File: src/rtl/fifo_uart_tx32.sv
// Drains 32-bit words from an output FIFO and streams each as four UART 8N1 bytes.
// Byte order is selected by LSB_BYTE_1ST. Bits within a byte always go out LSB first.
module fifo_uart_tx32 #(
    parameter int unsigned CLKS_PER_BIT = 434,
    parameter bit          LSB_BYTE_1ST = 1'b0
) (
    input  logic        clk,
    input  logic        rst,
    input  logic        enable,
    input  logic        fifo_empty,
    input  logic [31:0] fifo_rd_data,
    output logic        fifo_rd_en,
    output logic        uart_tx,
    output logic        busy,
    output logic [15:0] words_sent
);

    localparam int unsigned CNT_W = $clog2(CLKS_PER_BIT);
    localparam logic [CNT_W-1:0] CNT_MAX = CNT_W'(CLKS_PER_BIT - 1);

    typedef enum logic [2:0] {
        S_IDLE, S_FETCH, S_LOAD, S_START, S_DATA, S_STOP
    } state_t;

    state_t           state, state_d;
    logic [CNT_W-1:0] cnt, cnt_d;
    logic [2:0]       bit_idx, bit_idx_d;
    logic [1:0]       byte_idx, byte_idx_d;
    logic [31:0]      word, word_d;
    logic [7:0]       shreg, shreg_d;
    logic             uart_tx_d, fifo_rd_en_d, busy_d;
    logic [15:0]      words_sent_d;
    logic             bit_end;

    assign bit_end = (cnt == CNT_MAX);

    // Map transmit position (0..3) to the byte lane of the word.
    function automatic logic [7:0] pick_byte(input logic [31:0] w, input logic [1:0] idx);
        logic [1:0] lane;
        lane = LSB_BYTE_1ST ? idx : 2'(2'd3 - idx);
        return w[{lane, 3'b000} +: 8];
    endfunction

    always_ff @(posedge clk) begin
        if (rst) begin
            state      <= S_IDLE;
            cnt        <= '0;
            bit_idx    <= '0;
            byte_idx   <= '0;
            word       <= '0;
            shreg      <= '0;
            uart_tx    <= 1'b1;
            fifo_rd_en <= 1'b0;
            busy       <= 1'b0;
            words_sent <= '0;
        end else begin
            state      <= state_d;
            cnt        <= cnt_d;
            bit_idx    <= bit_idx_d;
            byte_idx   <= byte_idx_d;
            word       <= word_d;
            shreg      <= shreg_d;
            uart_tx    <= uart_tx_d;
            fifo_rd_en <= fifo_rd_en_d;
            busy       <= busy_d;
            words_sent <= words_sent_d;
        end
    end

    // Next state plus the next value of every registered output, so each
    // output lines up with the state it belongs to.
    always_comb begin
        state_d      = state;
        cnt_d        = cnt;
        bit_idx_d    = bit_idx;
        byte_idx_d   = byte_idx;
        word_d       = word;
        shreg_d      = shreg;
        uart_tx_d    = 1'b1;
        fifo_rd_en_d = 1'b0;
        busy_d       = busy;
        words_sent_d = words_sent;

        case (state)
            S_IDLE: begin
                if (enable && !fifo_empty) begin
                    state_d      = S_FETCH;
                    fifo_rd_en_d = 1'b1;
                    busy_d       = 1'b1;
                end
            end
            S_FETCH: state_d = S_LOAD;
            S_LOAD: begin
                word_d     = fifo_rd_data;
                byte_idx_d = '0;
                shreg_d    = pick_byte(fifo_rd_data, 2'd0);
                cnt_d      = '0;
                state_d    = S_START;
                uart_tx_d  = 1'b0;
            end
            S_START: begin
                uart_tx_d = 1'b0;
                if (bit_end) begin
                    cnt_d     = '0;
                    bit_idx_d = '0;
                    state_d   = S_DATA;
                    uart_tx_d = shreg[0];
                end else begin
                    cnt_d = cnt + CNT_W'(1);
                end
            end
            S_DATA: begin
                uart_tx_d = shreg[0];
                if (bit_end) begin
                    cnt_d = '0;
                    if (bit_idx == 3'd7) begin
                        state_d   = S_STOP;
                        uart_tx_d = 1'b1;
                    end else begin
                        bit_idx_d = bit_idx + 3'd1;
                        shreg_d   = {1'b0, shreg[7:1]};
                        uart_tx_d = shreg[1];
                    end
                end else begin
                    cnt_d = cnt + CNT_W'(1);
                end
            end
            S_STOP: begin
                uart_tx_d = 1'b1;
                if (bit_end) begin
                    cnt_d = '0;
                    if (byte_idx != 2'd3) begin
                        byte_idx_d = byte_idx + 2'd1;
                        shreg_d    = pick_byte(word, 2'(byte_idx + 2'd1));
                        state_d    = S_START;
                        uart_tx_d  = 1'b0;
                    end else begin
                        words_sent_d = words_sent + 16'd1;
                        busy_d       = 1'b0;
                        state_d      = S_IDLE;
                    end
                end else begin
                    cnt_d = cnt + CNT_W'(1);
                end
            end
            default: state_d = S_IDLE;
        endcase
    end

endmodule
File: config.mk
export PLATFORM = sky130hd
export DESIGN_NAME = fifo_uart_tx32
export DESIGN_NICKNAME = d
export VERILOG_FILES = /design/src/rtl/fifo_uart_tx32.sv
export SDC_FILE = /design/constraint.sdc
export NUM_CORES = 1
export LEC_CHECK = 0
export CELL_PAD_IN_SITES_DETAIL_PLACEMENT = 1
export CELL_PAD_IN_SITES_GLOBAL_PLACEMENT = 1
export CORE_MARGIN = 10
export CORE_UTILIZATION = 44
export DETAILED_ROUTE_END_ITERATION = 12
export GPL_TIMING_DRIVEN = 1
export PLACE_DENSITY = 0.89
export SLEW_MARGIN = 30
export SYNTH_ARGS = -nofsm -noshare
export SYNTH_HDL_FRONTEND = slang
export SYNTH_SLANG_ARGS = --single-unit
File: constraint.sdc
create_clock -name clk -period 3.4 [get_ports clk]
set_input_delay 0.34 -clock clk [delete_from_list [all_inputs] [get_ports clk]]
set_output_delay 0.34 -clock clk [all_outputs]
set_load 0.01 [all_outputs]
# Yosys cells after proc, flatten, opt, wreduce, memory -nomap -nowiden
# Cells that the tools add are included.
# W data, S select, Z words.
# classes
n_bitwise	2
addsub	5
reduce_logical	16
n_shift	1
n_mux	32
eq_ne	16
# ops
operator	n
$mux W8	4
$shiftx A32 B6 Y8	1
$mux W3	8
$pmux W8 S3	1
$ne A2 B2 Y1 const B	9
$pmux W3 S6	1
$pmux W9 S2	1
$add A16 B1 Y16 const B	1
$reduce_and A5 Y1	2
$add A9 B1 Y9 const B	1
$eq A3 B3 Y1 const B	3
$eq A9 B9 Y1 const B	1
$mux W1	9
$mux W9	1
$reduce_and A4 Y1	2
$reduce_bool A2 Y1	4
$eq A3 B2 Y1 const B	2
$mux W2	3
$pmux W3 S2	1
$reduce_and A3 Y1	2
$pmux W1 S4	1
$pmux W2 S2	1
$add A3 B1 Y3 const B	1
$eq A3 B1 Y1 const B	1
10 further kinds	11
# word_totals
register_bits	76
output_inout_bits	19
elab_cells	82
input_bits	36

# Logic depth before layout (Yosys ltp)
# logic_depth
word_depth	6
ltp_mapped	9
depth_no_buf	6

# Worst setup path before layout
# No wires, ideal clock.
# synth_timing
path_kind	register to register
start	register state[1]
end	register shreg[0]
t_arrival_ps	1856
setup_ps	128
t_required_ps	3272
path_slack_ps	1416
period_less_slack_ps	1984
stages_incl_launch_ff	9
path_buffers	2
path_cell_list	dfxtp_1 > buf_2 > buf_2 > inv_1 > ha_1 > a21boi_0 > a41o_2 > o21ai_1 > o2bb2ai_1
# synth_between
elab_chain_len	3
elab_cells_between_ends	10
cone_classes	eq/ne: 7; mux: 1; reduce/logical: 2
# synth_rtl
item	line_no	text
start, declared	25	state_t state, state_d;
start signal, assigned	57	state <= state_d;
$eq A3 B3 Y1 / $eq A3 B2 Y1 (equally long branches)	84	case (state)
$ne A2 B2 Y1 (no source line) / $reduce_bool A3 Y1 (equally long branches)	n/a	
$reduce_and A5 Y1 (no source line)	n/a	
end signal, assigned	62	shreg <= shreg_d;
end, declared	30	logic [7:0] shreg, shreg_d;
# Several ways; a longest one is shown, not always the timed one.
# A chain may end at the register's enable or synchronous reset.

# Worst setup path after layout
# layout_timing
start	register state[1]
end	register shreg[3]
# Same word-level chain as after synthesis.

==> run metrics <==
top-area cell type share of the netlist area=41.1%; Clock power frac=26.1%; port bufs=54; Syn Nets=468; critical path type=flop to flop; sequential fraction of the synthesis area=41.1%; post-DR vias/cell=5.81; Reg power frac=45.8%; worst vdd ir=0.274 mV; die extent in y=112 µm; cts bufs inserted=9; Die X=112 µm; Crit-path slowest cell=dfxtp_1; Critical Path AT=2880 ps; Max clock buf depth=2; GRT Util Overall=17.0%; WL/cell=18.4 µm; CTS tree=built; CP max stage delay=800 ps; Rel. slew slack=44.7%; ant diodes=0; Synth Area per Inst=8.73 µm²; Main synth FF type=dfxtp_1; vias in the first global route=3531; Iter 0 DRT Violations=134; Worst EP required=3630 ps; unrepaired setup endpoints after global routing=no; share of post-route cells with drive strength above 1=9.83%; Die Area=12500 µm²; first-pass GRT wire length=17800 µm; Synth area leader=dfxtp_1; Power Total=2.49 mW; clk_lat worst skew=360 ps; Synth Register Bits=76; initial antenna violation count=0; Final Hold Viols=0; DRC violations left=0; Post-synth EDFFs=0; clock skew after layout=10.0 ps; Cell Area, Synth=3700 µm²; Final ANT Viol Nets=0; CTS HTree Levels=3; Overflow after GRT=0; fin nets=507; pwr/cell area=562 nW/µm²; largest cells by area after synthesis=dfxtp_1 (41%), nand2_1 (8.1%), a21oi_1 (7.8%), mux4_2 (4.9%), ha_1 (2.7%); Final setup viols=0; Net Sw Frac=36.9%; CP Capture Type=flop; DR pass1 iterations=5; post-DP HPWL=7570 µm; Initial Util=45.0%; core area=8220 µm²; largest net degree at the start of global routing=61; Worst setup SP type=flop; Setup TNS=0 ps; worst-path cell chain=inv_1 -> ha_1 -> a21boi_0 -> a41o_2 -> o21ai_1 -> o2bb2ai_1; Sink Count=76; row count=33; top achievable clock speed=0.377 GHz; Pleak=1.48 nW; status=finished clean; Final Slew Violations=0; internal power=1.57 mW; fraction of registers with async set/reset=0%; Resize count post-CTS=0; YS warnings=0; Hold WC Path Type=primary input to flop; Max Cap Violations=0; combinational power share=28.1%; Worst-Margin Slew=828 ps; Top Ports=55; synthesis-to-finish area growth=20.0%; Cells after Synth=424; fin crit share=78.1%; Sw Pwr=920 µW; hold buffers post-CTS=0; Final GP Congestion=0.808; Post-CTS Setup Inserts=0; clock-pin slew on the worst setup and hold paths=90 ps; maximum fanout along the worst path=23; Cell variety after synth=55; clk root buf=clkbuf_8; drt total wl=10500 µm; vias=3328; Tmin final=2660 ps
-- cells in the final DEF, fill, tap and decap left out, types with 5 or more instances in the layout --
cell / Yosys / routed
mux4_2: 8 / 8
clkdlybuf4s50_1: 0 / 53
nand2b_1: 6 / 6
a21oi_1: 58 / 58
o2bb2ai_1: 7 / 7
o31ai_1: 5 / 5
o21ai_0: 18 / 18
nand3_1: 7 / 7
or3_1: 6 / 6
a2bb2oi_1: 7 / 7
ha_1: 8 / 8
nand4_1: 8 / 8
inv_1: 8 / 8
nor2_1: 19 / 19
nand2_1: 80 / 80
clkbuf_8: 0 / 9
a22oi_1: 8 / 8
a311oi_1: 5 / 5
dfxtp_1: 76 / 76
-- synth_stat cells (8+ instances only) --
library cell,number
nor2_1,19
mux4_2,8
a22oi_1,8
nand4_1,8
clkbuf_1,17
a21oi_1,58
dfxtp_1,76
o21ai_0,18
ha_1,8
inv_1,8
buf_2,9
nand2_1,80
-- kinds of logic after synthesis --
family | after synthesis | synth area share, %
AOI/OAI and AO/OA | 121 | 20.9
xor gates and xnor gates | 5 | 1.18
DFF | 76 | 41.1
adders and majority gates | 8 | 2.71
muxes | 13 | 6.26
buffers and inverters | 37 | 4.60
and+or+nand+nor | 164 | 23.2
-- per-stage QoR --
stage          util, %  hold WS [ps]  instances  cell area (µm²)  worst slack, ps
2_1_floorplan        -           433        424             3700             1420
3_3_place_gp      51.8           441        557             4260             1070
3_5_place_dp      51.8           450        557             4260              839
4_1_cts           54.0           288        573             4440              774
5_1_grt           54.0           312        573             4440              544
6_report          54.0           296        573             4440              745
-- state kept, by name, indices dropped and copies added (netlist names) --
signal,count
state,3
busy,1
shreg,8
uart_tx,1
fifo_rd_en,1
byte_idx,2
word,32
words_sent,16
cnt,9
bit_idx,3
-- routing by layer --
layer	global-route usage (%)	vias up	wire length, µm
met4	6.43	0	176
met3	3.17	12	284
met1	19.9	1657	4500
met5	0	-	0
li1	-	1614	-
met2	30.0	45	5590
-- critical path, delay by kind of cell, from the launching register on --
kind / cells / cell delay (ps)
AO/OA/AOI/OAI: 4 / 1150
adder cells (fa/ha/maj): 1 / 340
buffers and inverters: 1 / 230
flip-flops: 1 / 800
-- power groups by stage --
| stage | clock network, mW | logic [mW] | registers (mW) |
|---|---|---|---|
| CTS | 0.667 | 0.706 | 1.14 |
| detailed placement | 0 | 0.697 | 1.16 |
| finish | 0.651 | 0.701 | 1.14 |
| global placement | 0 | 0.654 | 1.15 |
| global route | 0.708 | 0.780 | 1.16 |
| floorplan | 0 | 0.579 | 1.07 |
-- final cells by class --
cell class                      instances  area, µm²
Tap cell                              105        131
Clock inverter                          7       58.8
Fill cell                             955       3780
Sequential cell                        76       1520
Multi-Input combinational cell        311       2010
Inverter                                8       30.0
Clock buffer                            9        124
Timing Repair Buffer                   57        558
-- path summary, 6_finish.rpt --
| path | from | endpoint | slack (ps) | cells after the start |
|---|---|---|---|---|
| setup / recovery | state[1] | shreg[3] | 740 | 6 |
| hold / removal | rst | cnt[1] | 300 | 2 |
| setup reg to reg | state[1] | shreg[3] | 740 | 6 |
| hold reg to reg | word[12] | word[12] | 470 | 2 |
Power figures use the tool's default switching activity.
